`config.mk`:
```
export PLATFORM = sky130hd
export DESIGN_NAME = mips32_fetch_queue
export DESIGN_NICKNAME = d
export VERILOG_FILES = /design/src/rtl/mips32_fetch_queue.sv
export SDC_FILE = /design/constraint.sdc
export NUM_CORES = 1
export LEC_CHECK = 0
export CAP_MARGIN = 10
export CORE_ASPECT_RATIO = 1.25
export CORE_MARGIN = 2
export CORE_UTILIZATION = 51
export CTS_CLUSTER_DIAMETER = 60
export DETAILED_ROUTE_END_ITERATION = 7
export PLACE_DENSITY = 0.88
export SETUP_SLACK_MARGIN = 0.15
export SYNTH_ARGS = -nofsm -noshare
export SYNTH_HDL_FRONTEND = slang
export SYNTH_SLANG_ARGS = --single-unit
```
`constraint.sdc`:
```
create_clock -name clk1 -period 2.05 [get_ports clk1]
set_input_delay 0.41 -clock clk1 [delete_from_list [all_inputs] [get_ports clk1]]
set_output_delay 0.41 -clock clk1 [all_outputs]
set_load 0.01 [all_outputs]
```
`src/rtl/mips32_fetch_queue.sv`:
```
// Fetch front-end: owns the PC, issues one imem read per cycle and queues {ir, pc+1} for IF/ID.
// Request-to-out_valid latency is 2 cycles; issue is credit-limited so a response always finds space.
module mips32_fetch_queue #(
  parameter int DEPTH  = 4,
  parameter int ADDR_W = 10
) (
  input  logic              clk1,
  input  logic              rst_n,
  output logic              imem_req,
  output logic [ADDR_W-1:0] imem_addr,
  input  logic [31:0]       imem_rdata,
  input  logic              redirect,
  input  logic [31:0]       redirect_pc,
  input  logic              halt,
  output logic              out_valid,
  input  logic              out_ready,
  output logic [31:0]       out_ir,
  output logic [31:0]       out_npc,
  output logic [31:0]       fetch_pc
);

  localparam int PTR_W = $clog2(DEPTH);
  localparam int CNT_W = PTR_W + 1;
  localparam logic [CNT_W-1:0] FULL_CNT   = CNT_W'(DEPTH);
  localparam logic [CNT_W:0]   CREDIT_LIM = (CNT_W + 1)'(DEPTH);

  logic [31:0]      pc_q, pc_d;
  logic [31:0]      req_pc_q, req_pc_d;
  logic             inflight_q, inflight_d;
  logic [CNT_W-1:0] count_q, count_d;
  logic [PTR_W-1:0] rd_ptr_q, rd_ptr_d;
  logic [PTR_W-1:0] wr_ptr_q, wr_ptr_d;
  logic [31:0]      ir_mem_q  [DEPTH];
  logic [31:0]      npc_mem_q [DEPTH];

  logic             push;
  logic             pop;
  logic [CNT_W:0]   used;
  logic [31:0]      push_npc;

  // Occupancy plus the outstanding read must leave room, so a response never meets a full queue.
  assign used      = {1'b0, count_q} + {{CNT_W{1'b0}}, inflight_q};
  assign imem_req  = rst_n && !redirect && !halt && (used < CREDIT_LIM);
  assign imem_addr = pc_q[ADDR_W-1:0];
  assign fetch_pc  = pc_q;

  assign out_valid = (count_q != '0);
  assign out_ir    = ir_mem_q[rd_ptr_q];
  assign out_npc   = npc_mem_q[rd_ptr_q];

  assign push      = inflight_q && !redirect;
  assign pop       = out_valid && out_ready;
  assign push_npc  = req_pc_q + 32'd1;

  always_comb begin
    pc_d       = pc_q;
    req_pc_d   = req_pc_q;
    inflight_d = imem_req;
    count_d    = count_q;
    rd_ptr_d   = rd_ptr_q;
    wr_ptr_d   = wr_ptr_q;

    if (imem_req) begin
      pc_d     = pc_q + 32'd1;
      req_pc_d = pc_q;
    end

    if (redirect) begin
      // Wrong-path entries and the arriving response are dropped; a same-cycle pop is still handed over.
      pc_d     = redirect_pc;
      count_d  = '0;
      rd_ptr_d = '0;
      wr_ptr_d = '0;
    end else begin
      if (push) wr_ptr_d = wr_ptr_q + 1'b1;
      if (pop)  rd_ptr_d = rd_ptr_q + 1'b1;
      case ({push, pop})
        2'b10:   count_d = count_q + 1'b1;
        2'b01:   count_d = count_q - 1'b1;
        default: count_d = count_q;
      endcase
    end
  end

  always_ff @(posedge clk1 or negedge rst_n) begin
    if (!rst_n) begin
      pc_q       <= '0;
      req_pc_q   <= '0;
      inflight_q <= 1'b0;
      count_q    <= '0;
      rd_ptr_q   <= '0;
      wr_ptr_q   <= '0;
    end else begin
      pc_q       <= pc_d;
      req_pc_q   <= req_pc_d;
      inflight_q <= inflight_d;
      count_q    <= count_d;
      rd_ptr_q   <= rd_ptr_d;
      wr_ptr_q   <= wr_ptr_d;
    end
  end

  always_ff @(posedge clk1 or negedge rst_n) begin
    if (!rst_n) begin
      for (int i = 0; i < DEPTH; i++) begin
        ir_mem_q[i]  <= '0;
        npc_mem_q[i] <= '0;
      end
    end else if (push) begin
      ir_mem_q[wr_ptr_q]  <= imem_rdata;
      npc_mem_q[wr_ptr_q] <= push_npc;
    end
  end

  always_ff @(posedge clk1) begin
    if (rst_n && push) begin
      assert (count_q != FULL_CNT);
    end
  end

endmodule

```
Word level (Yosys, flattened, before mapping)
Index checks and enable logic that the tools add are counted.

storage, ports and cells
  register bits = 328
  output and inout bits = 108
  logic and storage cells = 60
  bits of input ports = 69

operators by class
  add/sub/neg operators = 7
  equality and inequality tests = 2
  reductions and logical operators = 13
  bitwise operators = 2
  mux-type cells = 18
  order comparisons = 4

operators with widths
  cell                     number
  $bwmux W128              2
  $mux W32                 7
  $bmux W32 S2             2
  $add A32 B1 Y32 const B  2
  $demux W32 S2            1
  $mux W2                  4
  $ge A3 B3 Y1 const B     2
  $logic_and A1 B1 Y1      6
  $not A2 Y3               2
  $pmux W3 S2              1
  $reduce_bool A2 Y1       3
  $reduce_bool A3 Y1       2
  $add A2 B1 Y2 const B    2
  $add A3 B1 Y4            1
  $lt A4 B3 Y1 const B     1
  $add A3 B1 Y3 const B    1
  $lt A3 B1 Y1 const B     1
  $mux W3                  1
  $sub A3 B1 Y3 const B    1
  $eq A2 B1 Y1 const B     1
  $eq A2 B2 Y1 const B     1
  $logic_not A1 Y1         2

Depth between registers and ports, before layout
  depth in word-level cells = 6
  depth in mapped cells = 8

Worst setup path before layout
No wires, ideal clock.

  path type = flip-flop to flip-flop
  start = register count_q[0]
  end = register count_q[2]
  slack = -0.108 ns
  data required time = 1.918 ns
  setup time = 0.132 ns
  arrival time = 2.026 ns
  stages on the path, launching flop included = 8
  cells stage by stage = dfrtp_1 -> o31ai_1 -> nor2_1 -> fa_1 -> or3_1 -> nand2_1 -> xnor2_1 -> nor2_1

on the way
  word-level cells in the longest chain between the ends = 5
  elaborated cells between the ends (all ways) = 9
  classes of those cells = add/sub: 2; eq/ne: 2; mux: 2; reduce/logical: 3

ends and longest elaborated chain
  what                                                                   line  text
  from (decl)                                                            30    logic [CNT_W-1:0] count_q, count_d;
  from (signal assigned)                                                 97    count_q <= count_d;
  parallel branches: the longest is 5 deep, another holds $sub A3 B1 Y3  -

Parallel ways; which one is timed is not known.
A chain may end at the register's enable or synchronous reset.

Worst setup path after layout
  start = register rd_ptr_q[0]
  end = output out_ir[12]

on the way
  word-level cells in the longest chain between the ends = 4

ends and longest elaborated chain
  what                                          line  text
  from (decl)                                   31    logic [PTR_W-1:0] rd_ptr_q, rd_ptr_d;
  from (signal assigned)                        98    rd_ptr_q <= rd_ptr_d;
  $not A2 Y3 (not written as such)              48    assign out_ir = ir_mem_q[rd_ptr_q];
  $bmux W32 S2                                  48
  $mux W32 (not written as such) (2 in series)  48
  to (decl)                                     17    output logic [31:0] out_ir,

No other way between the ends. The select of a mux whose other input is x is not followed.

==> reports/qor.txt <==
drt pass-1 iters = 7
Worst VDD drop = 0.000657 V
Syn. warnings = 0
Tmin final = 2.58 ns
CP Data Arrival Time = 2.17 ns
vias in the first global route = 12479
DR iter-0 viols = 1139
CTS H-tree lvls = 2
mux share of post-synthesis cell area = 19.8%
Synth async-reset ratio = 100%
PwrDens = 1140 nW/um^2
Post-synth EDFFs = 0
XOR/XNOR Fraction of Synth Area = 2.34%
Switch Pwr = 7720 uW
final setup fails = 125
Final #Nets = 1623
main combinational cell family by area after synthesis = multiplexers
Die W = 157 um
total gr overflow = 0
die area = 30800 um^2
crit start category = flop
all-layer global routing usage = 27.5%
RD Place Congestion = 0.853
outcome = finished with violations
max incr delay on CP = 0.50 ns
CTS Root Cell = clkbuf_16
Detail Route Antenna Nets = 0
Synth Area in Compound Gates = 7.44%
number of port buffers = 176
largest net degree at the start of global routing = 181
largest cells by area after synthesis = dfrtp_1, mux2_2, mux4_2
#FFs+latches synth = 328
syn_nets = 1334
Crit path required time = 1.64 ns
Mapped Area = 15000 um^2
die extent in y = 196 um
Crit-path slowest cell = dfrtp_4
Vias = 12510
Max Cap Violations = 0
share of the yosys chip area belonging to registers = 54.7%
TritonCTS clock tree = done
Slew Viols, Final = 0
Final period util = 126%
failing checks = setup timing
main flop type after synthesis = dfrtp_1
initial antenna violation count = 1
Remaining DRCs = 0
actual transition at the worst max-transition pin = 0.699 ns
Worst-path clk slew = 0.06 ns
RSZ-0062 raised after global routing = yes
post-synth top area cell = dfrtp_1
Max Freq = 387 MHz
P_leak = 0.00960 uW
cells after synthesis = 1258
Vias/cell = 6.35
num rows = 70
Final Non-Filler Cells = 1969
pre-CTS setup slack = -0.529 ns
hold_sp = npc_mem_q[99]$_DFFE_PN0P_
share of cells above drive strength 1 = 43.4%
# diodes = 0
core region area = 29100 um^2
CP Cell Sequence = buf_12 > buf_6 > buf_12 > buf_16 > mux4_2 > buf_6
num ports = 177
r2r startpoint = count_q[2]$_DFFE_PN0P_
Yosys top cell area share = 54.7%
Comb pwr share = 35.9%
final wirelength = 48900 um
post-layout total power = 23900 uW
Clock Skew = 0.0401 ns
syn_area_per_cell = 11.9 um^2
Bufs on Longest Clock Path = 3
Setup crit start = rd_ptr_q[0]$_DFFE_PN0P_
CP Capture Type = output pin
hold crit path type = flop to flop
Final Hold Violating Endpoints = 0
Inserted Clock Buffers = 35
worst setup margin = -0.534 ns
Critical Setup Path Class = flop to output pin
Sequential Power Share = 36.8%
internal power = 16200 uW
Post-Synth Simple-Gate Area = 11.8%
Post-Synth Adder-Cell Area = 0.634%
clk sinks = 328
first-pass GRT wire length = 66700 um
Post-Route Setup TNS = -29.92 ns
P&R area growth vs syn = 40.1%
initial core utilization = 51.6%
Synth cell types = 56
CP max FO = 5
Rel. slew slack = 53.4%
Post-DP HPWL = 24200 um
dpl cells = 1826
share of power burned in the clock network = 27.3%
sw frac = 32.3%
WL per Instance = 24.8 um
Skew-Pair Late Insertion Delay = 0.55 ns
[per-layer routing]
| metal | share of wire (%) | global-route usage, % | up-vias | wire [um] |
|---|---|---|---|---|
| met3 | 8.4 | 4.84 | 293 | 4120 |
| met2 | 50 | 47.2 | 892 | 24600 |
| li1 | - | - | 5057 | - |
| met1 | 34 | 34.2 | 6268 | 16800 |
| met5 | 0 | 0 | - | 0 |
| met4 | 7.0 | 11.9 | 0 | 3410 |
[critical path: cells and delay by family, from the launching register on]
family	cells	cell delay [ns]
buffers and inverters	5	0.68
flip-flops	1	0.50
multiplexers	1	0.47
[power by group through the flow]
stage	clock, uW	combinational [uW]	sequential, uW
CTS	6480	7440	8600
floorplan	0	3620	8470
detailed placement	0	6790	8700
global placement	0	6590	8570
finish	6530	8570	8810
global route	6850	9040	8890
[timing repair]
item / in CTS / in global routing
pin swaps: 34 / 75
buffers inserted: 36 / 26
hold buffers: 1 / 0
cloned: 10 / 7
resized for setup: 464 / 219
endpoints found under the hold margin: 17 / 0
endpoints found under the setup margin: 206 / 365
[cell usage after synthesis, types with 6 or more instances]
library cell / count
nor2_1: 27
inv_1: 13
clkbuf_1: 46
and3_1: 6
o21ai_0: 125
nor2b_1: 10
xnor2_1: 28
dfrtp_1: 328
nand2_1: 250
xor2_1: 12
mux2_2: 133
buf_2: 17
buf_1: 12
nand3_1: 31
or3_1: 6
buf_4: 11
nand4_1: 10
a22oi_1: 6
nor3_1: 7
ha_1: 6
mux4_2: 64
o21ai_1: 32
[kinds of logic after synthesis]
| logic type | count (synthesis) |
|---|---|
| AOI/OAI and AO/OA | 199 |
| xor gates and xnor gates | 40 |
| adders and majority gates | 7 |
| buffers and inverters | 104 |
| DFF | 328 |
| muxes | 200 |
| and+or+nand+nor | 380 |
[state kept, by name, indices dropped and copies added (netlist names)]
name / flops
ir_mem_q: 128
npc_mem_q: 128
fetch_pc: 32
req_pc_q: 32
count_q: 3
rd_ptr_q: 2
wr_ptr_q: 2
inflight_q: 1
[final cells by class]
class                   instances  area [um^2]
fillers                      1700         8070
clock buffers                  46          987
repair buffers                342         3760
well taps                     396          495
multi-input cells             826         7300
clock inverters                17          179
flip-flops and latches        328         8240
inverters                      14         55.1
[path summary, 6_finish.rpt]
path / to / slack [ns] / cells past startpoint
setup / recovery: out_ir[12] / -0.53 / 6
hold / removal: npc_mem_q[99]$_DFFE_PN0P_ / 0.48 / 2
setup reg to reg: count_q[2]$_DFFE_PN0P_ / -0.23 / 10
hold reg to reg: npc_mem_q[99]$_DFFE_PN0P_ / 0.48 / 2
max in group asynchronous: rd_ptr_q[0]$_DFFE_PN0P_ / 0.46 / 4
min in group asynchronous: ir_mem_q[115]$_DFFE_PN0P_ / 0.52 / 3
[metrics by stage]
step	instance area [um^2]	hold slack [ns]	utilization, %
after floorplan	15000	0.114	-
after global placement	17700	0.448	61.0
after detailed placement	17700	0.449	61.0
after CTS	19800	0.448	68.0
after global routing	21000	0.496	72.3
final	21000	0.477	72.3
[layout by cell type, fill, tap and decap left out, types with 18 or more instances in the layout]
cell type / instances
nand2_2: 28
nand3_1: 24
nand2_1: 199
mux2_2: 132
buf_4: 94
o21ai_2: 24
o21ai_0: 81
nand2_4: 23
o21ai_1: 50
xnor2_2: 18
buf_6: 69
dfrtp_2: 21
buf_12: 25
clkdlybuf4s50_1: 76
dfrtp_1: 306
dlygate4sd2_1: 29
nor2_1: 18
clkbuf_16: 41
mux4_2: 64
Note: power is estimated with default switching activity, not from simulation.
